<file path="src/rtl/arith_pkg.sv">
// Shared definitions for the bit-serial arithmetic blocks: FSM encoding,
// default datapath width and counter sizing.
package arith_pkg;

  localparam int DEFAULT_WIDTH = 8;
  localparam int DEFAULT_CNT_W = $clog2(DEFAULT_WIDTH);

  typedef enum logic [1:0] {
    IDLE  = 2'd0,
    SHIFT = 2'd1,
    DONE  = 2'd2
  } sub_state_t;

  // Bit counter width for a given operand width (WIDTH >= 2 keeps this >= 1).
  function automatic int cnt_width(input int width);
    return $clog2(width);
  endfunction

endpackage

</file>
<file path="src/rtl/full_sub_cell.sv">
// Combinational full subtractor built from two 4:1 muxes selected by {bin,b}.
module full_sub_cell (
  input  logic a,
  input  logic b,
  input  logic bin,
  output logic d,
  output logic bout
);

  logic [1:0] sel;
  logic       a_n;

  assign sel = {bin, b};
  assign a_n = ~a;

  mux4x1 u_mux_d (
    .sel (sel),
    .i0  (a),
    .i1  (a_n),
    .i2  (a_n),
    .i3  (a),
    .y   (d)
  );

  // Borrow is generated only when the subtracted amount (b + bin) exceeds a.
  mux4x1 u_mux_bout (
    .sel (sel),
    .i0  (1'b0),
    .i1  (a_n),
    .i2  (a_n),
    .i3  (1'b1),
    .y   (bout)
  );

endmodule

</file>
<file path="src/rtl/mux4x1.sv">
// Single-bit 4:1 multiplexer, select {s1,s0} picks i0..i3.
module mux4x1 (
  input  logic [1:0] sel,
  input  logic       i0,
  input  logic       i1,
  input  logic       i2,
  input  logic       i3,
  output logic       y
);

  assign y = sel[1] ? (sel[0] ? i3 : i2) : (sel[0] ? i1 : i0);

endmodule

</file>
<file path="src/rtl/serial_subtractor.sv">
// Bit-serial subtractor: diff = a - b - bin, one bit per clock, LSB first,
// behind a start/busy/done handshake.
//
// state | meaning
// IDLE  | waiting for start
// SHIFT | one operand bit processed per clock, WIDTH clocks total
// DONE  | one-cycle result strobe; start here begins the next operation
module serial_subtractor
  import arith_pkg::*;
#(
  parameter int WIDTH = DEFAULT_WIDTH
) (
  input  logic             clk,
  input  logic             rst,
  input  logic             start,
  input  logic [WIDTH-1:0] a,
  input  logic [WIDTH-1:0] b,
  input  logic             bin,
  output logic             busy,
  output logic             done,
  output logic [WIDTH-1:0] diff,
  output logic             bout
);

  localparam int CNT_W = cnt_width(WIDTH);
  localparam logic [CNT_W-1:0] LAST_BIT = CNT_W'(WIDTH - 1);

  sub_state_t       state;
  logic [CNT_W-1:0] cnt;
  logic [WIDTH-1:0] sa;
  logic [WIDTH-1:0] sb;
  logic [WIDTH-1:0] work;
  logic             br;
  logic             cell_d;
  logic             cell_nb;
  logic [WIDTH-1:0] work_next;

  full_sub_cell u_cell (
    .a    (sa[0]),
    .b    (sb[0]),
    .bin  (br),
    .d    (cell_d),
    .bout (cell_nb)
  );

  // Result bits enter at the MSB so the LSB lands at bit 0 after WIDTH shifts.
  assign work_next = {cell_d, work[WIDTH-1:1]};

  always_ff @(posedge clk) begin
    if (rst) begin
      state <= IDLE;
      cnt   <= '0;
      sa    <= '0;
      sb    <= '0;
      work  <= '0;
      br    <= 1'b0;
      diff  <= '0;
      bout  <= 1'b0;
    end else begin
      case (state)
        IDLE, DONE: begin
          if (start) begin
            sa    <= a;
            sb    <= b;
            br    <= bin;
            work  <= '0;
            cnt   <= '0;
            state <= SHIFT;
          end else begin
            state <= IDLE;
          end
        end
        SHIFT: begin
          sa   <= sa >> 1;
          sb   <= sb >> 1;
          work <= work_next;
          br   <= cell_nb;
          cnt  <= cnt + 1'b1;
          if (cnt == LAST_BIT) begin
            diff  <= work_next;
            bout  <= cell_nb;
            state <= DONE;
          end
        end
        default: state <= IDLE;
      endcase
    end
  end

  assign busy = (state == SHIFT);
  assign done = (state == DONE);

endmodule

</file>
<file path="config.mk">
export PLATFORM = sky130hd
export DESIGN_NAME = serial_subtractor
export DESIGN_NICKNAME = d
export VERILOG_FILES = /design/src/rtl/arith_pkg.sv /design/src/rtl/full_sub_cell.sv /design/src/rtl/mux4x1.sv /design/src/rtl/serial_subtractor.sv
export SDC_FILE = /design/constraint.sdc
export NUM_CORES = 1
export LEC_CHECK = 0
export CAP_MARGIN = 20
export CORE_MARGIN = 2
export CORE_UTILIZATION = 30
export DETAILED_ROUTE_END_ITERATION = 8
export GPL_TIMING_DRIVEN = 1
export PLACE_DENSITY = 0.55
export REMOVE_ABC_BUFFERS = 1
export SLEW_MARGIN = 20
export SYNTH_ARGS = -nofsm -noshare
export SYNTH_HDL_FRONTEND = slang
export SYNTH_SLANG_ARGS = --single-unit
export TNS_END_PERCENT = 100
</file>
<file path="constraint.sdc">
create_clock -name clk -period 3.29 [get_ports clk]
set_clock_uncertainty 0.05 [all_clocks]
set_input_delay 0.4935 -clock clk [delete_from_list [all_inputs] [get_ports clk]]
set_output_delay 0.4935 -clock clk [all_outputs]
set_load 0.005 [all_outputs]
</file>
==> metrics.yaml, run 1 <==
status: "finished, final reports clean"
combPwrFrac_pct: 12.0
numCtsBuffers: 5
power_frac_clock_pct: 34.8
drc_errors: 0
drive_above_1_share_pct: 4.977
period_share_pct: 62.50
nNetsFinal: 244
grt_pass1_vias: 1191
yosysSeqAreaShare_pct: 48.56
wl_per_cell_um: 10.78
slowest_stage: "clkdlybuf4s50_1"
io-pin-count: 31
p_sw_uw: 231.1
vias: 1341
grt_overflow: 0
hold_viol_final: 0
yosys-top-cells-area: "dfxtp_1, nand2_1, a311oi_1, a21oi_1, nand3_1"
p_seq_share_pct: 53.2
rr_endpoint: "sa[4]"
postRouteWirelength_mm: 3.138
worstMarginPinSlew_ns: 1.067
relSlewSlack_pct: 28.84
synth.distinct_cells: 22
cts_tree: "yes"
power_density_nw_per_um2: 471.2
grt_pass1_wl_mm: 5.278
yosysWarnings: 0
swShare_pct: 24.74
power.internal_uw: 703.2
critical_path.top_delay_family: "buffers and inverters"
hpwl_mm: 1.931
hold_end: "diff[2]"
clockBufferDepth: 2
dr.first_iter.drc_count: 58
cts_resized: 0
arrival_ns: 1.51
max_freq_ghz: 0.4863
netlist.top_cell.by_area: "dfxtp_1"
synthTopCellsByCount: "nand2_1, dfxtp_1, a21oi_1, nor2_1, a311oi_1"
finalCriticalPeriod_ns: 2.056
cts-root-buf: "clkbuf_8"
ys_seq_elements: 38
clk_latency_ns: 0.29
synth_top_area_share_pct: 48.56
cts_hold_buf: 0
grt_max_degree: 43
max_stage_delay_ns: 0.54
netlist_area_um2: 1567
drtAntennaViolNets: 0
clock_sinks: 38
crit_buf_inv: 2
syn_to_final_growth_pct: 26.60
slew_viol_final: 0
synth.most_common_cell: "nand2_1"
leakagePower_uw: 0.0007093
hold_path_class: "reg2reg"
post-cts-setup-buffer-count: 0
synth_flop_cell: "dfxtp_1"
min-delay-start: "diff[2]"
core_area_um2: 5075
startpoint_type: "flop"
grt.total_usage_pct: 11.21
num-fill-cells: 572
cp_cell_sequence: "nand2b_1 -> inv_2 -> clkdlybuf4s50_1"
cp.required_ns: 2.75
die_area_um2: 5816
end_kind: "output port"
maxCapViolations: 0
rr_worst_depth: 3
r2r_setup_slack_ns: 1.42
fin_tns_setup_ns: 0
gp_congestion: 0.6633
r2r_start: "state[0]"
start_util_pct: 30.87
path_max_fanout: 12
final_core_util_pct: 39.08
fp.dieW_um: 76.26
grt_antenna_before_repair: 0
diodes: 0
setup_viol: 0
avgSynthCellArea_um2: 7.992
io_buffers: 30
cts.clk_slew.worst_paths_ns: 0.07
synth-edff-count: 0
peakVddDrop_mv: 0.2009
synthArstFlopShare_pct: 0
dieHeight_um: 76.26
syn_inst: 196
htreeDepth: 2
placedCellCount: 283
crit_type: "reg2out"
hold_depth: 2
stdcell_count: 291
via_per_inst: 4.608
rows: 26
rsz0062_at_grt: "no"
dr.pass1.iters: 4
[area by class of cell]
class                           count  area (um^2)  share of cell area (%)
Clock inverter                      1        5.005                  0.2524
Multi-Input combinational cell    139        709.4                   35.77
Tap cell                           70        87.58                   4.416
Inverter                            3        11.26                  0.5678
Clock buffer                        7        86.33                   4.353
Sequential cell                    38        760.7                   38.36
Timing Repair Buffer               33        322.8                   16.28
[sequential cells by signal, indices dropped and copies added (netlist names)]
register	count
diff	8
sa	8
sb	8
work	7
cnt	3
state	2
bout	1
br	1
[kinds of logic (layout without fill, tap and decap cells)]
logic type / count (synthesis) / count (layout) / synth area share, %
adders and majority gates: 4 / 4 / 3.195
xor gates and xnor gates: 1 / 1 / 0.5592
AOI/OAI and AO/OA: 37 / 37 / 15.42
DFF: 38 / 38 / 48.56
buffers and inverters: 19 / 44 / 6.150
and+or+nand+nor: 97 / 97 / 26.12
[layer usage]
layer	wire length, um	GRT usage [%]
met5	0	0
met4	55	4.909
met3	176	4.502
met2	1337	17.26
met1	1569	13.83
[power by group through the flow]
stage | Sequential [uW] | Combinational [uW] | Clock (uW)
after floorplan | 504 | 63.1 | 0
after global placement | 507 | 112 | 0
after detailed placement | 507 | 113 | 0
after CTS | 497 | 114 | 339
after global routing | 499 | 126 | 356
final | 497 | 112 | 325
[worst max-delay path by stage]
stage	endpoint	slack [ns]	cells past startpoint	start
2_1_floorplan	busy	1.38	2	state[1]
3_3_place_gp	sa[4]	1.05	4	start
3_5_place_dp	sa[4]	0.97	4	start
4_1_cts	busy	1.20	3	state[0]
5_1_grt	busy	1.11	3	state[0]
6_report	busy	1.23	3	state[0]
[worst register-to-register path, stage by stage (launching register included)]
cell and delay, ns:
dfxtp_1 0.40, nand2b_1 0.85, nand2_1 0.14, a311oi_1 0.33
[stage by stage]
step	hold slack, ns	cell area [um^2]	total power (uW)	worst slack, ns
floorplan	0.3760	1481	567.1	1.377
global placement	0.3920	1892	618.9	1.054
detailed placement	0.3961	1892	620.2	0.9713
CTS	0.4063	1983	949.3	1.204
global route	0.4243	1983	982.2	1.109
finish	0.4030	1983	934.4	1.234
[cells in the final DEF, fill, tap and decap left out, drive strengths merged, types with 2 or more instances in the layout]
cell type       n
dfxtp          38
nand2b          3
a21oi          20
buf             3
ha              4
clkbuf          7
nand2          56
nor2           17
nor3            2
inv             3
clkdlybuf4s50  30
nand3          13
nor2b           4
a311oi         14
(Power assumes the default switching activity.)
==> run 2, diff against run 1 <==
==> constraint.sdc (replaced) <==
create_clock -name clk -period 2 [get_ports clk]
set_clock_uncertainty 0.05 [all_clocks]
set_input_delay 0.3 -clock clk [delete_from_list [all_inputs] [get_ports clk]]
set_output_delay 0.3 -clock clk [all_outputs]
set_load 0.005 [all_outputs]
==> metrics.yaml, run 2 (synthesis gave the netlist of run 1 again) <==
p_seq_share_pct: 53.3  # was 53.2%
gp_congestion: 0.6880  # was 0.6633
syn_to_final_growth_pct: 27.08  # was 26.60%
grt.total_usage_pct: 11.11  # was 11.21%
cts.clk_slew.worst_paths_ns: 0.07  # about the same
path_max_fanout: 12  # unchanged
combPwrFrac_pct: 12.1  # was 12.0%
fin_tns_setup_ns: 0  # unchanged
rows: 26  # unchanged
relSlewSlack_pct: 73.19  # was 28.84%
vias: 1312  # was 1341
grt_antenna_before_repair: 0  # unchanged
period_share_pct: 92.55
dr.first_iter.drc_count: 68  # was 58
reg_top3: "diff: 8 flops, sa: 8 flops, sb: 8 flops"  # unchanged
dr.pass1.iters: 6  # was 4
cts_tree: "yes"  # unchanged
via_per_inst: 4.493  # was 4.608
regArea_um2: 760.7  # unchanged
layout_commonest_cell: "nand2_1"  # unchanged
hold_path_class: "reg2reg"  # unchanged
numCtsBuffers: 5  # unchanged
io_buffers: 30  # unchanged
clk_latency_ns: 0.28  # was 0.29 ns
cts_hold_buf: 0  # unchanged
critical_path.top_delay_family: "buffers and inverters"  # unchanged
io-pin-count: 31  # unchanged
swShare_pct: 24.39  # was 24.74%
leakagePower_uw: 0.0007139  # was 0.0007093 uW
finalCriticalPeriod_ns: 1.851
start_util_pct: 30.87  # unchanged
cts_resized: 0  # unchanged
rsz0062_at_grt: "no"  # unchanged
grt_overflow: 0  # unchanged
slew_viol_final: 0  # unchanged
core_area_um2: 5075  # unchanged
hpwl_mm: 1.915  # was 1.931 mm
worstMarginPinSlew_ns: 0.4010  # was 1.067 ns
dieHeight_um: 76.26  # unchanged
final_cell_mix: "nand2_1, dfxtp_1, clkdlybuf4s50_1"  # unchanged
htreeDepth: 2  # unchanged
maxCapViolations: 0  # unchanged
end_kind: "output port"  # unchanged
crit_buf_inv: 2  # unchanged
final_area_um2: 1991  # was 1983 um^2
post-cts-setup-buffer-count: 0  # unchanged
max_freq_ghz: 0.5403
crit_type: "reg2out"  # unchanged
power_density_nw_per_um2: 769.8  # was 471.2 nW/um^2
setup_viol: 0  # unchanged
fp.dieW_um: 76.26  # unchanged
clockBufferDepth: 2  # unchanged
drtAntennaViolNets: 0  # unchanged
dpl-instance-area_um2: 1899  # was 1892 um^2
status: "finished, final reports clean"  # unchanged
postRouteWirelength_mm: 3.095  # was 3.138 mm
cts-root-buf: "clkbuf_8"  # unchanged
stdcell_count: 292  # was 291
max_stage_delay_ns: 0.53  # was 0.54 ns
nNetsFinal: 245  # was 244
grt_pass1_vias: 1164  # was 1191
grt_pass1_wl_mm: 5.257  # was 5.278 mm
arrival_ns: 1.50  # was 1.51 ns
peakVddDrop_mv: 0.3331  # was 0.2009 mV
diodes: 0  # unchanged
p_sw_uw: 373.8  # was 231.1 uW
clock_sinks: 38  # unchanged
num-fill-cells: 570  # was 572
drc_errors: 0  # unchanged
startpoint_type: "flop"  # unchanged
cp.required_ns: 1.65  # was 2.75 ns
power_frac_clock_pct: 34.6  # was 34.8%
placedCellCount: 284  # was 283
wl_per_cell_um: 10.60  # was 10.78 um
cp_cell_sequence: "nand2b_1 -> inv_2 -> clkdlybuf4s50_1"  # unchanged
power.internal_uw: 1159  # was 703.2 uW
r2r_setup_slack_ns: 0.52  # was 1.42 ns
drive_above_1_share_pct: 5.405  # was 4.977%
slowest_stage: "clkdlybuf4s50_1"  # unchanged
die_area_um2: 5816  # unchanged
multi_input_area_um2: 709.4  # unchanged
hold_viol_final: 0  # unchanged
grt_max_degree: 43  # unchanged
## run 2: per-stage QoR
stage / hold WS, ns / setup slack (ns) / power, uW / util, %
after global placement: 0.3929 / 0.3874 / 1022 / 37.43
after detailed placement: 0.3953 / 0.3700 / 1022 / 37.43
after CTS: 0.4053 / 0.1275 / 1559 / 39.23
after global routing: 0.4254 / 0.04171 / 1612 / 39.23
after floorplan: 0.3191 / 0.2376 / 932.9 / -
final: 0.4031 / 0.1490 / 1532 / 39.23
## run 2: final timing paths
check                 from      end  cells past startpoint
setup / recovery  state[0]     busy                      3
setup reg to reg    cnt[0]     bout                      5
hold / removal     diff[1]  diff[1]                      2
hold reg to reg    diff[1]  diff[1]                      2
## run 2: cell type report
class | instances | share of cell area, %
clock buffer | 7 | 4.337
timing repair buffer | 34 | 16.59
inverter | 3 | 0.5657
clock inverter | 1 | 0.2514
tap | 70 | 4.400
sequential | 38 | 38.21
multi-input combinational | 139 | 35.64
## run 2: power groups by stage
stage                     Sequential (uW)  Clock (uW)  Combinational, uW
after CTS                             817         553                189
after floorplan                       829           0                104
after global placement                834           0                188
after global routing                  822         582                208
after detailed placement              834           0                188
final                                 817         530                185
## run 2: worst min-delay path: stages, from the launching register on
cell and delay (ns):
dfxtp_1 0.31, nand2_1 0.05, a21oi_1 0.05
## run 2: layer usage
layer / global-route usage, % / wire length [um] / share of wire, % / up-vias
li1: - / - / - / 704
met1: 14.11 / 1570 / 51 / 577
met2: 16.99 / 1342 / 43 / 26
met3: 3.555 / 139 / 4.5 / 5
met4: 5.455 / 42 / 1.4 / 0
met5: 0 / 0 / 0 / -
==> run 3, diff against run 2 <==
--- a/config.mk
+++ b/config.mk
@@ -10,9 +10,10 @@
 export CORE_UTILIZATION = 30
 export DETAILED_ROUTE_END_ITERATION = 8
 export GPL_TIMING_DRIVEN = 1
+export MAX_ROUTING_LAYER = met4
 export PLACE_DENSITY = 0.55
 export REMOVE_ABC_BUFFERS = 1
-export SLEW_MARGIN = 20
+export SLEW_MARGIN = 5
 export SYNTH_ARGS = -nofsm -noshare
 export SYNTH_HDL_FRONTEND = slang
 export SYNTH_SLANG_ARGS = --single-unit
==> metrics.yaml, run 3 (synthesis gave the netlist of run 1 again) <==
status: "finished, final reports clean"  # unchanged
path_max_fanout: 12  # unchanged
wl_per_cell_um: 10.60  # unchanged
io-pin-count: 31  # unchanged
hpwl_mm: 1.915  # unchanged
htreeDepth: 2  # unchanged
cp.required_ns: 1.65  # about the same
postRouteWirelength_mm: 3.095  # unchanged
fp.dieW_um: 76.26  # unchanged
multi_input_area_um2: 709.4  # unchanged
layout_commonest_cell: "nand2_1"  # unchanged
worstMarginPinSlew_ns: 0.4010  # about the same
maxCapViolations: 0  # unchanged
cts_resized: 0  # unchanged
period_share_pct: 92.53  # was 92.55%
placedCellCount: 284  # unchanged
whs_ns: 0.4031  # unchanged
peakVddDrop_mv: 0.3331  # unchanged
cts_hold_buf: 0  # unchanged
grt_max_degree: 43  # unchanged
via_per_inst: 4.493  # unchanged
cts_tree: "yes"  # unchanged
numCtsBuffers: 5  # unchanged
arrival_ns: 1.50  # about the same
gp_congestion: 0.6952  # was 0.6880
hold_path_class: "reg2reg"  # unchanged
post-cts-setup-buffer-count: 0  # unchanged
clockBufferDepth: 2  # unchanged
die_area_um2: 5816  # unchanged
diodes: 0  # unchanged
drive_above_1_share_pct: 5.405  # unchanged
clock_sinks: 38  # unchanged
core_area_um2: 5075  # unchanged
stdcell_count: 292  # unchanged
end_kind: "output port"  # unchanged
rows: 26  # unchanged
leakagePower_uw: 0.0007139  # unchanged
dr.first_iter.drc_count: 68  # unchanged
regArea_um2: 760.7  # unchanged
drtAntennaViolNets: 0  # unchanged
power_density_nw_per_um2: 769.8  # unchanged
num-fill-cells: 570  # unchanged
fin_tns_setup_ns: 0  # unchanged
grt_pass1_vias: 1163  # was 1164
drc_errors: 0  # unchanged
clk_latency_ns: 0.28  # about the same
start_util_pct: 30.87  # unchanged
io_buffers: 30  # unchanged
finalCriticalPeriod_ns: 1.851  # about the same
syn_to_final_growth_pct: 27.08  # unchanged
grt_antenna_before_repair: 0  # unchanged
reg_top3: "diff: 8 flops, sa: 8 flops, sb: 8 flops"  # unchanged
crit_type: "reg2out"  # unchanged
dieHeight_um: 76.26  # unchanged
startpoint_type: "flop"  # unchanged
dr.pass1.iters: 6  # unchanged
setup_viol: 0  # unchanged
vias: 1312  # unchanged
nNetsFinal: 245  # unchanged
cts-root-buf: "clkbuf_8"  # unchanged
relSlewSlack_pct: 73.19  # about the same
grt_overflow: 0  # unchanged
cts.clk_slew.worst_paths_ns: 0.07  # about the same
grt.total_usage_pct: 11.42  # was 11.11%
rsz0062_at_grt: "no"  # unchanged
grt_pass1_wl_mm: 5.264  # was 5.257 mm
slew_viol_final: 0  # unchanged
hold_viol_final: 0  # unchanged
max_freq_ghz: 0.5404  # was 0.5403 GHz
final_cell_mix: "nand2_1, dfxtp_1, clkdlybuf4s50_1"  # unchanged
run 3: cell counts in the layout (fill, tap and decap cells not counted):
No cell type changed its count.
run 3: area by class of cell:
| cell class | instances | share of cell area [%] |
|---|---|---|
| clock buffers | 7 | 4.337 |
| clock inverters | 1 | 0.2514 |
| inverters | 3 | 0.5657 |
| multi-input cells | 139 | 35.64 |
| flip-flops and latches | 38 | 38.21 |
| well taps | 70 | 4.400 |
| repair buffers | 34 | 16.59 |
run 3: metrics by stage:
stage	worst slack, ns	util (%)	power (uW)	area [um^2]
after CTS	0.1275	39.23	1559	1991
after floorplan	0.2376	-	932.9	1481
after detailed placement	0.3700	37.43	1022	1899
after global routing	0.04172	39.23	1612	1991
final	0.1494	39.23	1532	1991
after global placement	0.3874	37.43	1022	1899
run 3: worst paths after layout:
check                 from      end  slack (ns)  depth (start not counted)
setup / recovery  state[0]     busy        0.15                          3
hold / removal     diff[1]  diff[1]        0.40                          2
setup reg to reg    cnt[0]     bout        0.52                          5
hold reg to reg    diff[1]  diff[1]        0.40                          2
run 3: where the power goes:
part | switching, uW | internal, uW | leakage, uW
Clock | 252 | 278 | 0.0000482
Combinational | 99.3 | 86.0 | 0.000356
Sequential | 22.4 | 795 | 0.000310
run 3: critical path, cell delays in order, from the launching register on:
cell and delay (ns):
dfxtp_1 0.40, nand2b_1 0.11, inv_2 0.17, clkdlybuf4s50_1 0.53
run 3: metal layers:
layer  share of wire [%]  GRT usage (%)  vias to the layer above  wire length [um]
li1                    -              -                      704                 -
met1                  51          14.18                      577              1578
met2                  43          16.99                       26              1342
met3                 4.3          3.436                        5               132
met4                 1.4          5.455                        0                42
met5                   0              -                        -                 0
